===== src/rtl/multicycle_main_fsm.sv =====
// multicycle_main_fsm: main control FSM for the multicycle ARM datapath.
// Define ILLEGAL_TRAP_EN to trap on undefined (Op=11) instructions.
module multicycle_main_fsm #(
  parameter int MEM_LAT = 0
) (
  input  logic       clk,
  input  logic       reset,
  input  logic [1:0] Op,
  input  logic [5:0] Funct,
  output logic       IRWrite,
  output logic       AdrSrc,
  output logic       ALUSrcA,
  output logic [1:0] ALUSrcB,
  output logic [1:0] ResultSrc,
  output logic       ALUOp,
  output logic       NextPC,
  output logic       RegW,
  output logic       MemW,
  output logic       Branch,
  output logic       Trap,
  output logic [3:0] State
);

  localparam int CW = (MEM_LAT < 1) ? 1 : $clog2(MEM_LAT + 1);
  localparam logic [CW-1:0] LAT = CW'(MEM_LAT);

  typedef enum logic [3:0] {
    FETCH    = 4'd0,
    DECODE   = 4'd1,
    MEMADR   = 4'd2,
    MEMRD    = 4'd3,
    MEMWB    = 4'd4,
    MEMWR    = 4'd5,
    EXECUTER = 4'd6,
    EXECUTEI = 4'd7,
    ALUWB    = 4'd8,
    BRANCH   = 4'd9,
    TRAP     = 4'd10
  } state_t;

  state_t        st, nxt;
  logic [CW-1:0] cnt, cnt_nxt;
  logic          done;
  logic          wait_st;
  logic          unused;

  assign unused = ^Funct[4:1];
  assign done   = (cnt == '0);
  assign State  = st;

  always_ff @(posedge clk or negedge reset) begin
    if (!reset) begin
      st  <= FETCH;
      cnt <= LAT;
    end else begin
      st  <= nxt;
      cnt <= cnt_nxt;
    end
  end

  always_comb begin
    nxt = FETCH;
    unique case (st)
      FETCH:  nxt = done ? DECODE : FETCH;
      DECODE: begin
        unique case (1'b1)
          Op == 2'b01:              nxt = MEMADR;
          Op == 2'b00 && !Funct[5]: nxt = EXECUTER;
          Op == 2'b00 && Funct[5]:  nxt = EXECUTEI;
          Op == 2'b10:              nxt = BRANCH;
          default: begin
`ifdef ILLEGAL_TRAP_EN
            nxt = TRAP;
`else
            nxt = FETCH;
`endif
          end
        endcase
      end
      MEMADR:   nxt = Funct[0] ? MEMRD : MEMWR;
      MEMRD:    nxt = done ? MEMWB : MEMRD;
      MEMWB:    nxt = FETCH;
      MEMWR:    nxt = done ? FETCH : MEMWR;
      EXECUTER: nxt = ALUWB;
      EXECUTEI: nxt = ALUWB;
      ALUWB:    nxt = FETCH;
      BRANCH:   nxt = FETCH;
`ifdef ILLEGAL_TRAP_EN
      TRAP:     nxt = TRAP;
`endif
      default:  nxt = FETCH;
    endcase
  end

  // Counter reloads only when entering a wait state from another state.
  always_comb begin
    wait_st = (nxt == FETCH) || (nxt == MEMRD) || (nxt == MEMWR);
    cnt_nxt = cnt;
    if (nxt != st && wait_st)
      cnt_nxt = LAT;
    else if (!done)
      cnt_nxt = cnt - 1'b1;
  end

  always_comb begin
    IRWrite   = 1'b0;
    AdrSrc    = 1'b0;
    ALUSrcA   = 1'b0;
    ALUSrcB   = 2'b00;
    ResultSrc = 2'b00;
    ALUOp     = 1'b0;
    NextPC    = 1'b0;
    RegW      = 1'b0;
    MemW      = 1'b0;
    Branch    = 1'b0;
    Trap      = 1'b0;
    unique case (st)
      FETCH: begin
        ALUSrcA   = 1'b1;
        ALUSrcB   = 2'b10;
        ResultSrc = 2'b10;
        IRWrite   = done;
        NextPC    = done;
      end
      DECODE: begin
        ALUSrcA   = 1'b1;
        ALUSrcB   = 2'b10;
        ResultSrc = 2'b10;
      end
      MEMADR: ALUSrcB = 2'b01;
      MEMRD:  AdrSrc = 1'b1;
      MEMWB: begin
        ResultSrc = 2'b01;
        RegW      = 1'b1;
      end
      MEMWR: begin
        AdrSrc = 1'b1;
        MemW   = done;
      end
      EXECUTER: ALUOp = 1'b1;
      EXECUTEI: begin
        ALUSrcB = 2'b01;
        ALUOp   = 1'b1;
      end
      ALUWB: RegW = 1'b1;
      BRANCH: begin
        ALUSrcB   = 2'b01;
        ResultSrc = 2'b10;
        Branch    = 1'b1;
      end
`ifdef ILLEGAL_TRAP_EN
      TRAP: Trap = 1'b1;
`endif
      default: ;
    endcase
    if (!reset) begin
      IRWrite   = 1'b0;
      AdrSrc    = 1'b0;
      ALUSrcA   = 1'b0;
      ALUSrcB   = 2'b00;
      ResultSrc = 2'b00;
      ALUOp     = 1'b0;
      NextPC    = 1'b0;
      RegW      = 1'b0;
      MemW      = 1'b0;
      Branch    = 1'b0;
      Trap      = 1'b0;
    end
  end

endmodule


===== config.mk =====
export PLATFORM = sky130hd
export DESIGN_NAME = multicycle_main_fsm
export DESIGN_NICKNAME = d
export VERILOG_FILES = /design/src/rtl/multicycle_main_fsm.sv
export SDC_FILE = /design/constraint.sdc
export NUM_CORES = 1
export LEC_CHECK = 0
export BUFFER_PORTS_ARGS = -buffer_cell sky130_fd_sc_hd__buf_2
export CAP_MARGIN = 10
export CELL_PAD_IN_SITES_DETAIL_PLACEMENT = 1
export CELL_PAD_IN_SITES_GLOBAL_PLACEMENT = 1
export CORE_MARGIN = 2
export CORE_UTILIZATION = 28
export DETAILED_ROUTE_END_ITERATION = 6
export HOLD_SLACK_MARGIN = 0.05
export PLACE_DENSITY = 0.86
export SLEW_MARGIN = 20
export SYNTH_ARGS = -nofsm -noshare
export SYNTH_HDL_FRONTEND = slang
export SYNTH_SLANG_ARGS = --single-unit

===== constraint.sdc =====
create_clock -name clk -period 2.7 [get_ports clk]
set_input_delay 0.135 -clock clk [delete_from_list [all_inputs] [get_ports clk]]
set_output_delay 0.135 -clock clk [all_outputs]
set_load 0.005 [all_outputs]

# Yosys cells after proc, flatten, opt, wreduce, memory -nomap -nowiden
# Index checks and enable logic that the tools add are counted.
# totals
ramBits	0
latchBits	0
rom_bits	0
n_memories	0
in_bits	10
out_inout_bits	17
ff_bits	5
# op_classes
bitwise_logic	1
muxes	26
multipliers	0
div	0
eq_ne	14
n_shift	0
reduce_logical	15
addsub	1
order_cmp	0
# ops
cell	n
one-hot mux 4 bit (6 select lines)	1
== test 4 x 3 -> 1 bit (second input constant)	5
two-way mux 1 bit	17
one-hot mux 4 bit (4 select lines)	1
== test 4 x 2 -> 1 bit (second input constant)	3
two-way mux 3 bit	3
== test 4 bit (second input constant)	2
zero test 4 bit	2
one-hot mux 2 bit (2 select lines)	2
OR reduction 2 bit	4
OR reduction 3 bit	2
== test 4 x 1 -> 1 bit (second input constant)	1
two-way mux 2 bit	2
!= test 4 bit	1
logical AND 1 bit	3
== test 2 x 1 -> 1 bit (second input constant)	1
== test 2 bit (second input constant)	1
zero test 2 bit	1
logical OR 1 bit	2
zero test 1 bit	1
inverter 1 bit	1
subtractor 1 bit (second input constant)	1

# Logic depth before layout (Yosys ltp)
# Gate-level depths: netlist of the first run.
# logic_depth
ltp_word	9
depth_mapped	5
depth_no_buf	3

# Worst setup path after synthesis of the first run
# Ideal clock, no wire load.
# synth_timing
path_type	reg2out
start	register st[3] (netlist: State[3])
end	output port NextPC
required_ns	2.565
arrival_time_ns	1.113
setup_slack_ns	1.452
path_stages_with_launch	6
cell_sequence	dfrtp_1 > buf_6 > nor2_1 > nand2_1 > nor3_1 > buf_4
# synth_between
elab_chain_len	3
# synth_rtl
item	line	text
start: declaration	41	state_t st, nxt;
start signal: assignment	56	st <= nxt;
zero test 4 bit	n/a	
two-way mux 1 bit (2 in a row)	n/a	
end: declaration	16	output logic NextPC,
# No other way between the ends.

# Worst setup path in the final report of the first run
# layout_timing
start	input port reset
end	output port MemW
# layout_between
elab_chain_len	1
# layout_rtl
item	line	text
start: declaration	7	input logic reset,
two-way mux 1 bit	156	if (!reset) begin
end: declaration	18	output logic MemW,
# No other way between the ends.

==> impl_summary.log, run 1 <==
[metrics] stage delay of the slowest cell on the critical path: 0.52 ns
[metrics] TritonCTS Buffers: 3
[metrics] total track usage: 12.5%
[metrics] post-synthesis area per instance: 8.73 µm²
[metrics] H-Tree Level Count: 1
[metrics] post-synth design cell area: 402 µm²
[metrics] final critical-path required period: 1.58 ns
[metrics] Crit. End Element: primary output
[metrics] ratio of final minimum period to clock period: 58.4%
[metrics] die outline height: 41.9 µm
[metrics] post-route core utilization: 37.2%
[metrics] dominant cell type by count on the critical path: buf_2
[metrics] number of remaining DRC errors: 0
[metrics] leading cell type in the layout, fill and taps excluded: buf_2
[metrics] number of library cell types mapped by synthesis: 26
[metrics] post-cts sizing count: 0
[metrics] most area-hungry cell type in the Yosys netlist: dfrtp_1
[metrics] number of flip-flops in the largest register: 4
[metrics] total gr overflow: 0
[metrics] Synthesized Nets: 56
[metrics] CP Data Required Time: 2.57 ns
[metrics] clk root buf: clkbuf_4
[metrics] class of the tightest hold or removal check: in2reg
[metrics] share of the synthesized area in the top cell type: 24.9%
[metrics] Arr. time, crit path: 1.44 ns
[metrics] vias per cell: 4.91
[metrics] RSZ-0062 raised after global routing: false
[metrics] switching power share of the total: 46.3%
[metrics] first-pass GRT wire length: 1.70 mm
[metrics] kind of launch point of the worst setup path: primary input
[metrics] cell row count: 13
[metrics] count of input and output buffers: 21
[metrics] routed wire length: 999 µm
[metrics] largest fanout of any net on the critical path: 9
[metrics] Post-Synth Simple-Gate Area: 38.9%
[metrics] area share of fa/ha/maj cells after synthesis: 0%
[metrics] number of buffers added for setup after CTS: 0
[metrics] source of the worst register-to-register timing path: State[1]
[metrics] design internal power: 0.282 mW
[metrics] multiplexer area fraction after synthesis: 0%
[metrics] fillcell total: 172
[metrics] max cap viols: 0
[metrics] number of cells on the critical path: 6
[metrics] post-synthesis sequential area ratio: 24.9%
[metrics] average wire per standard cell: 12.6 µm
[metrics] hold buffers post-CTS: 1
[metrics] initial antenna violation count: 0
[metrics] Final Slew Violations: 0
[metrics] antenna violation net count after detailed routing: 0
[metrics] final hold viol count: 0
[metrics] post-route setup TNS: 0 ns
[metrics] power density over cell area: 1070 nW/µm²
[metrics] number of top-level pins: 27
[metrics] cell with the largest stage delay on the worst path: dlygate4sd3_1
[metrics] Worst VDD drop: 0.370 mV
[metrics] share of total power in the clock network: 14.3%
[metrics] slew margin rel.: 65.1%
[metrics] transition at the pin with the smallest max-transition slack: 0.523 ns
[metrics] Fmax: 634 MHz
[metrics] Clock Pin Slew Worst Setup and Hold Paths: 0.04 ns
[metrics] worst-case clock buffer depth: 2
[metrics] synthesized-area fraction occupied by ao, oa, aoi and oai cells: 9.97%
[metrics] die boundary width: 41.9 µm
[metrics] Reg2Reg Setup Slack: 1.52 ns
[metrics] depth of the worst register-to-register path: 3
[metrics] antenna diode count: 0
[metrics] layout overhead on the synthesized area: 22.1%
[metrics] layout cells sized above 1: 48.4%
[metrics] vias after detailed routing: 388
[metrics] cell type group with the largest total delay on the critical path: buffers and inverters
[metrics] leakage: 0.274 nW
[metrics] end point of the critical path: MemW
[metrics] FF-to-FF End: State[0]
[metrics] Synth area leaders: dfrtp_1, buf_6, buf_4
[metrics] XOR/XNOR Fraction of Synth Area: 6.54%
[metrics] TritonCTS sink count: 4
[metrics] crit path buf inv count: 3
[metrics] critical path startpoint: reset
[metrics] DP HPWL: 754 µm
[metrics] last weighted congestion value of the routability-driven placer: 0.770
[metrics] run status: finished, final reports clean
[metrics] die outline area: 1750 µm²
[metrics] largest family of logic cells by synthesized area: simple AND/OR/NAND/NOR gates
[metrics] initial detailed-routing violation count: 2
[metrics] number of warnings reported in the yosys synthesis log: 0
[metrics] net load switching power: 0.243 mW
[metrics] core area: 1320 µm²
[metrics] flip-flop and latch count after synthesis: 4
[metrics] Setup-failing EPs final: 0
[metrics] sequential cell fraction of total power: 36.3%
[metrics] Total Nets Final: 76
[metrics] CTS tree: built
[metrics] iteration count of the initial detailed-routing pass: 3
[metrics] portion of total power attributed to combinational logic: 49.3%
[metrics] cells traversed along the worst timing path: dlygate4sd3_1 > buf_2 > nor2b_2 > nand2_1 > nor3_1 > buf_2
[metrics] Initial Utilization: 30.5%
[metrics] source-to-sink clock delay at the later pin of the worst-skew pair: 0.23 ns
[metrics] gate count after technology mapping: 46
[metrics] final worst clock skew: 0.000500 ns
[metrics] critical path class: in2out
[metrics] largest net degree at the start of global routing: 16
[metrics] commonest non-fill, non-tap cells in the layout: buf_2, dfrtp_1, nor2_1, nand2_1
[metrics] vias in the first global route: 390
logic make-up after synthesis:
kind of cell | count (synthesis)
xor gates and xnor gates | 3
DFF | 4
and+or+nand+nor | 23
other | 1
buffers and inverters | 9
AOI/OAI and AO/OA | 6
layout make-up:
cell class / instances / area, µm² / share of cell area (%)
Clock buffer: 3 / 22.5 / 4.59
Inverter: 2 / 7.51 / 1.53
Timing Repair Buffer: 22 / 115 / 23.5
Tap cell: 15 / 18.8 / 3.83
Sequential cell: 4 / 100 / 20.4
Multi-Input combinational cell: 33 / 226 / 46.2
power by group through the flow:
stage                     combinational [mW]  clock [mW]  sequential [mW]
after global placement                 0.249           0            0.189
after floorplan                        0.287           0            0.120
after CTS                              0.265      0.0771            0.192
final                                  0.259      0.0754            0.191
after detailed placement               0.262           0            0.194
after global routing                   0.288      0.0828            0.202
stage by stage:
| stage | hold WS (ns) | instance area (µm²) | instances | setup slack, ns | power (mW) |
|---|---|---|---|---|---|
| final | 0.221 | 490 | 79 | 1.12 | 0.525 |
| after CTS | 0.222 | 490 | 79 | 1.10 | 0.534 |
| after global placement | -0.0222 | 458 | 75 | 1.42 | 0.438 |
| after global routing | 0.236 | 490 | 79 | 0.983 | 0.572 |
| after detailed placement | -0.0171 | 458 | 75 | 1.36 | 0.456 |
| after floorplan | -0.161 | 402 | 46 | 1.45 | 0.407 |
how the worst min path moves through the flow:
stage,start,endpoint,slack (ns),cells after the start
final,Funct[0],State[1],0.22,3
after global routing,Op[1],State[3],0.24,3
after CTS,Op[0],State[3],0.22,4
after detailed placement,reset,State[0],-0.02,1
after global placement,reset,State[0],-0.02,1
after floorplan,reset,State[0],-0.16,0
cells in the mapped netlist:
| library cell | instances |
|---|---|
| a21boi_0 | 1 |
| a21oi_1 | 1 |
| a22oi_1 | 1 |
| a31oi_1 | 1 |
| and3_1 | 1 |
| and4bb_1 | 1 |
| buf_4 | 3 |
| buf_6 | 4 |
| conb_1 | 1 |
| dfrtp_1 | 4 |
| inv_1 | 2 |
| nand2_1 | 4 |
| nand2_2 | 1 |
| nand2b_1 | 1 |
| nand4b_1 | 2 |
| nor2_1 | 4 |
| nor2b_1 | 1 |
| nor2b_2 | 1 |
| nor3_1 | 3 |
| nor3_2 | 2 |
| nor3b_2 | 1 |
| nor4b_2 | 1 |
| o21ai_0 | 1 |
| o21ai_2 | 1 |
| xnor2_1 | 2 |
| xor2_1 | 1 |
worst register-to-register path: cells and delay by family (launching register included):
family	cells	cell delay [ns]
flip-flops	1	0.56
AND/OR/NAND/NOR	1	0.21
AO/OA/AOI/OAI	2	0.33
routing by layer:
layer / routed length [µm] / vias up / part of all wire [%] / track usage [%]
met3: 62 / 2 / 6.2 / 2.61
met1: 413 / 185 / 41 / 14.0
met5: 0 / - / 0 / 0
met2: 509 / 13 / 51 / 21.6
met4: 13 / 0 / 1.3 / 7.10
li1: - / 188 / - / -
No activity file was read; power rests on OpenSTA's default activity.
==> inputs of run 2 (changes only) <==
ABC_AREA = 1   (was unset)
CORE_UTILIZATION = 23   (was 28)
PLACE_DENSITY = 0.8   (was 0.86)
clock period = 1.6 ns   (was 2.7 ns; I/O delays follow)
==> run 2 against run 1 <==
Net effect:
- synthesized cell count rose by 26%
- core utilization shrank 4.1 points
- non-clock buffer count did not move
- global-route usage is 0.26 points lower
- clock power up 64%
- via count rose by 11%
- register-to-register slack worse by 0.95 ns
- total power grew 58%
==> impl_summary.log, run 2 <==
[metrics] post-synth design cell area: 372 µm²
[metrics] most common cell in the synthesized netlist: nand2_1
[metrics] H-Tree Level Count: 1
[metrics] antenna diode count: 0
[metrics] die outline area: 1950 µm²
[metrics] number of warnings reported in the yosys synthesis log: 0
[metrics] Post-Synth Simple-Gate Area: 41.8%
[metrics] Final Slew Violations: 0
[metrics] post-route setup TNS: 0 ns
[metrics] FF-to-FF End: State[2]
[metrics] crit path buf inv count: 3
[metrics] final hold viol count: 0
[metrics] synthesized-area fraction occupied by ao, oa, aoi and oai cells: 10.1%
[metrics] cell type group with the largest total delay on the critical path: buffers and inverters
[metrics] initial detailed-routing violation count: 3
[metrics] RSZ-0062 raised after global routing: false
[metrics] area share of fa/ha/maj cells after synthesis: 0%
[metrics] largest family of logic cells by synthesized area: simple AND/OR/NAND/NOR gates
[metrics] Hold Path Depth: 3
[metrics] post-synthesis area per instance: 6.41 µm²
[metrics] Crit. End Element: primary output
[metrics] final worst setup slack: 0.201 ns
[metrics] gate count after technology mapping: 58
[metrics] flip-flop and latch count after synthesis: 4
[metrics] last weighted congestion value of the routability-driven placer: 0.745
[metrics] core area: 1510 µm²
[metrics] total track usage: 12.2%
[metrics] leakage: 0.312 nW
[metrics] Total Nets Final: 91
[metrics] hold_sp: Funct[0]
[metrics] primary flip-flop cell chosen by synthesis mapping: dfrtp_1
[metrics] CP Data Required Time: 1.52 ns
[metrics] number of top-level pins: 27
[metrics] TritonCTS Buffers: 3
[metrics] Setup-failing EPs final: 0
[metrics] TritonCTS sink count: 4
[metrics] Arr. time, crit path: 1.32 ns
[metrics] async set-reset flop share out of synthesis: 100%
[metrics] most area-hungry cell type in the Yosys netlist: dfrtp_1
[metrics] source-to-sink clock delay at the later pin of the worst-skew pair: 0.23 ns
[metrics] net load switching power: 0.404 mW
[metrics] multi-input gate area in the final layout: 196 µm²
[metrics] vias in the first global route: 416
[metrics] EDFF count, synth: 0
[metrics] share of total power in the clock network: 15.0%
[metrics] Synth area leaders: dfrtp_1, nand2_1, buf_4
[metrics] post-cts sizing count: 0
[metrics] DP HPWL: 885 µm
[metrics] fillcell total: 211
[metrics] number of buffers added for setup after CTS: 0
[metrics] hold buffers post-CTS: 1
[metrics] CTS tree: built
[metrics] Synthesized Nets: 68
[metrics] worst-case hold path end point: State[1]
[metrics] dominant cell type by count on the critical path: buf_2
[metrics] Clock Pin Slew Worst Setup and Hold Paths: 0.04 ns
[metrics] Reg2Reg Setup Slack: 0.57 ns
[metrics] die boundary width: 44.2 µm
[metrics] kind of launch point of the worst setup path: primary input
[metrics] first-pass GRT wire length: 1.70 mm
[metrics] share of the synthesized area in the top cell type: 26.9%
[metrics] largest net degree at the start of global routing: 10
[metrics] die outline height: 44.2 µm
[metrics] design internal power: 0.427 mW
[metrics] power density over cell area: 1670 nW/µm²
[metrics] largest fanout of any net on the critical path: 7
[metrics] post-synthesis sequential area ratio: 26.9%
[metrics] stage delay of the slowest cell on the critical path: 0.52 ns
[metrics] initial antenna violation count: 0
[metrics] commonest non-fill, non-tap cells in the layout: buf_2, nand2_1, inv_1, nor2_1
[metrics] top post-synthesis cells by count: nand2_1, inv_1, nor2_1
[metrics] count of input and output buffers: 21
[metrics] average wire per standard cell: 11.0 µm
[metrics] cell row count: 14
[metrics] vias per cell: 4.52
[metrics] total gr overflow: 0
[metrics] class of the tightest hold or removal check: in2reg
[metrics] switching power share of the total: 48.6%
[metrics] Fmax: 715 MHz
[metrics] final worst clock skew: 0.00128 ns
[metrics] depth of the worst register-to-register path: 5
[metrics] number of remaining DRC errors: 0
[metrics] Initial Utilization: 24.7%
[metrics] cells traversed along the worst timing path: dlygate4sd3_1 > buf_2 > nand2_1 > nor3_1 > buf_2
[metrics] worst-case clock buffer depth: 2
[metrics] critical path class: in2out
[metrics] XOR/XNOR Fraction of Synth Area: 0%
[metrics] run status: finished, final reports clean
[metrics] max cap viols: 0
[metrics] ratio of final minimum period to clock period: 87.4%
[metrics] clk root buf: clkbuf_4
[metrics] area occupied by registers: 100 µm²
[metrics] portion of total power attributed to combinational logic: 58.8%
[metrics] layout overhead on the synthesized area: 34.3%
[metrics] sequential cell fraction of total power: 26.3%
[metrics] layout cells sized above 1: 45.6%
[metrics] cell with the largest stage delay on the worst path: dlygate4sd3_1
[metrics] iteration count of the initial detailed-routing pass: 3
[metrics] routed wire length: 1.05 mm
[metrics] vias after detailed routing: 429
[metrics] multiplexer area fraction after synthesis: 0%
[metrics] source of the worst register-to-register timing path: State[2]
[metrics] pre-CTS setup slack: 0.455 ns
[metrics] number of library cell types mapped by synthesis: 17
[metrics] number of flip-flops in the largest register: 4
[metrics] antenna violation net count after detailed routing: 0
[metrics] final critical-path required period: 1.40 ns
[metrics] leading cell type in the layout, fill and taps excluded: buf_2
[metrics] Worst VDD drop: 0.614 mV
-- run 2: cell count changes after synthesis, moves of 2 or more --
cell / delta
inv_2: +4
nand2_1: +6
o22ai_1: +2
nand3_1: +4
inv_1: +6
nor2_2: +3
buf_6: -4
nand4b_1: -2
nor3_2: -2
o21ai_1: +2
nor2_4: +2
xnor2_1: -2
-- run 2: power groups by stage --
stage          registers, mW  logic, mW  clock network (mW)
5_1_grt                0.227      0.556               0.131
6_report               0.218      0.489               0.124
3_5_place_dp           0.219      0.499                   0
4_1_cts                0.218      0.504               0.130
3_3_place_gp           0.216      0.481                   0
2_1_floorplan          0.191      0.377                   0
-- run 2: worst max path at each step --
stage	slack (ns)	cells past startpoint	startpoint	endpoint
3_5_place_dp	0.46	6	State[3]	ALUSrcB[0]
2_1_floorplan	0.48	4	State[2]	NextPC
4_1_cts	0.19	6	State[3]	ALUSrcB[0]
3_3_place_gp	0.47	5	State[0]	AdrSrc
6_report	0.20	5	reset	NextPC
5_1_grt	0.09	5	reset	NextPC
-- run 2: cell type report --
cell class	count	area share (%)
multi-input combinational	38	39.3
tap	16	4.01
inverter	12	9.02
sequential	4	20.1
clock buffer	3	4.51
timing repair buffer	22	23.1
-- run 2: tightest hold or removal path, delay by kind of cell --
kind	cells	cell delay, ns
compound gates	1	0.07
buf+inv	2	0.15
-- run 2: logic make-up after synthesis --
group | Yosys count
simple gates | 30
buf+inv | 16
compound gates | 7
flops | 4
other cells | 1
-- run 2: routing by layer --
metal  routed length [µm]  track usage [%]  vias up  share of wire (%)
met2                  527             20.3       16                 50
met1                  437             13.5      193                 42
met3                   66             1.63        4                6.3
li1                     -                -      216                  -
met4                   17             10.9        0                1.6
met5                    0                0        -                  0
-- run 2: metrics by stage --
step / cell area (µm²) / hold WS [ns] / std cells / power, mW / util, %
2_1_floorplan: 372 / -0.216 / 58 / 0.568 / -
3_3_place_gp: 467 / -0.0903 / 91 / 0.697 / 31.0
3_5_place_dp: 467 / -0.0886 / 91 / 0.717 / 31.0
4_1_cts: 499 / 0.112 / 95 / 0.852 / 33.1
5_1_grt: 499 / 0.137 / 95 / 0.914 / 33.1
6_report: 499 / 0.115 / 95 / 0.831 / 33.1
==> inputs of run 3 (changes only) <==
PLACE_DENSITY = 0.72   (was 0.8)
==> run 3 against run 2 <==
Net effect:
- setup slack got worse by 0.00097 ns
- combinational power is 1% higher
- total power up 0.99%
- critical endpoint is now IRWrite
- maximum frequency about the same
- global-route usage rose by 0.91 points
- register-to-register slack barely moved
- largest cell class unchanged
- sequential share of layout area unchanged
- largest power group unchanged
- count of clock-buffer cells in the layout unchanged
==> impl_summary.log, run 3 (synthesis results as in run 2) <==
[metrics] portion of total power attributed to combinational logic: 58.8%
[metrics] antenna diode count: 0
[metrics] final critical-path required period: 1.40 ns
[metrics] vias after detailed routing: 432
[metrics] count of input and output buffers: 21
[metrics] pre-CTS setup slack: 0.450 ns
[metrics] hold_sp: Funct[0]
[metrics] routed wire length: 1.06 mm
[metrics] Routed met2 length: 491 µm
[metrics] iteration count of the initial detailed-routing pass: 1
[metrics] Fmax: 714 MHz
[metrics] worst-case clock buffer depth: 2
[metrics] CTS tree: built
[metrics] max cap viols: 0
[metrics] final worst setup slack: 0.200 ns
[metrics] Crit. End Element: primary output
[metrics] Setup-failing EPs final: 0
[metrics] Initial Utilization: 24.7%
[metrics] die outline height: 44.2 µm
[metrics] Clock Pin Slew Worst Setup and Hold Paths: 0.04 ns
[metrics] total gr overflow: 0
[metrics] power density over cell area: 1680 nW/µm²
[metrics] TritonCTS sink count: 4
[metrics] initial detailed-routing violation count: 0
[metrics] Max Used Layer: met4
[metrics] Reg2Reg Setup Slack: 0.58 ns
[metrics] antenna violation net count after detailed routing: 0
[metrics] run status: finished, final reports clean
[metrics] worst-case hold path end point: State[1]
[metrics] Hold Path Depth: 3
[metrics] RSZ-0062 raised after global routing: false
[metrics] design internal power: 0.428 mW
[metrics] largest fanout of any net on the critical path: 7
[metrics] source of the worst register-to-register timing path: State[2]
[metrics] H-Tree Level Count: 1
[metrics] depth of the worst register-to-register path: 5
[metrics] FF-to-FF End: State[3]
[metrics] total track usage: 13.1%
[metrics] vias in the first global route: 409
[metrics] class of the tightest hold or removal check: in2reg
[metrics] initial antenna violation count: 0
[metrics] share of total power in the clock network: 15.5%
[metrics] commonest non-fill, non-tap cells in the layout: buf_2, nand2_1, inv_1, nor2_1
[metrics] post-cts sizing count: 0
[metrics] switching power share of the total: 49.1%
[metrics] Worst VDD drop: 0.485 mV
[metrics] layout cells sized above 1: 45.6%
[metrics] post-route setup TNS: 0 ns
[metrics] average wire per standard cell: 11.2 µm
[metrics] leakage: 0.312 nW
[metrics] clk root buf: clkbuf_4
[metrics] Total Nets Final: 91
[metrics] cell row count: 14
[metrics] placed inst area: 467 µm²
[metrics] total placed cells including tap cells: 91
[metrics] core area: 1510 µm²
[metrics] Arr. time, crit path: 1.32 ns
[metrics] kind of launch point of the worst setup path: primary input
[metrics] final worst clock skew: 0.00299 ns
[metrics] die outline area: 1950 µm²
[metrics] net load switching power: 0.412 mW
[metrics] first-pass GRT wire length: 1.78 mm
[metrics] critical path class: in2out
[metrics] last weighted congestion value of the routability-driven placer: 0.813
[metrics] length of routed met3 wiring: 90 µm
[metrics] final instance count without filler cells: 95
[metrics] final hold viol count: 0
[metrics] CP Data Required Time: 1.52 ns
[metrics] source-to-sink clock delay at the later pin of the worst-skew pair: 0.24 ns
[metrics] number of remaining DRC errors: 0
[metrics] TritonCTS Buffers: 3
[metrics] largest net degree at the start of global routing: 10
[metrics] layout overhead on the synthesized area: 34.3%
[metrics] vias per cell: 4.55
[metrics] sequential cell fraction of total power: 25.7%
[metrics] Final Slew Violations: 0
[metrics] number of flip-flops in the largest register: 4
[metrics] die boundary width: 44.2 µm
[metrics] number of top-level pins: 27
[metrics] DP HPWL: 843 µm
[metrics] wire length on met1: 443 µm
[metrics] Design Area, Final: 499 µm²
[metrics] leading cell type in the layout, fill and taps excluded: buf_2
[metrics] ratio of final minimum period to clock period: 87.5%
run 3: worst max path at each step:
stage               startpoint    endpoint  slack, ns  cells after the start
finish                   reset     IRWrite       0.20                      5
global placement      State[0]  ALUSrcB[0]       0.48                      7
detailed placement    State[0]  ALUSrcB[0]       0.45                      7
floorplan             State[2]      NextPC       0.48                      4
CTS                      reset     IRWrite       0.19                      5
global route             reset     IRWrite       0.03                      5
run 3: power by group through the flow:
stage          registers (mW)  clock network (mW)  logic (mW)
6_report                0.216               0.130       0.494
2_1_floorplan           0.191                   0       0.377
5_1_grt                 0.226               0.148       0.569
4_1_cts                 0.218               0.134       0.501
3_5_place_dp            0.219                   0       0.498
3_3_place_gp            0.220                   0       0.484
run 3: area by class of cell:
cell class | instances | area [µm²]
clock buffers | 3 | 22.5
fillers | 208 | 1010
inverters | 12 | 45.0
multi-input cells | 38 | 196
flip-flops and latches | 4 | 100
well taps | 16 | 20.0
repair buffers | 22 | 115
run 3: worst max-delay path: stages:
cell	delay [ns]
dlygate4sd3_1	0.52
buf_2	0.18
nand2_1	0.14
nor3_1	0.24
buf_2	0.16
run 3: what timing repair did:
item	4_1_cts	5_1_grt
hold buffers	1	0
setup endpoints to repair	0	0
buffers inserted	0	0
endpoints found under the hold margin	4	0
run 3: layer usage:
layer  track usage [%]  up-vias
met5                 0        -
li1                  -      219
met3              3.67        4
met4              10.9        0
met1              15.4      189
met2              19.7       20
run 3: through the flow:
step	power, mW	hold slack [ns]	utilization, %
2_1_floorplan	0.568	-0.216	-
3_3_place_gp	0.704	-0.0907	31.0
3_5_place_dp	0.716	-0.0905	31.0
4_1_cts	0.852	0.0973	33.1
5_1_grt	0.943	0.121	33.1
6_report	0.840	0.0999	33.1
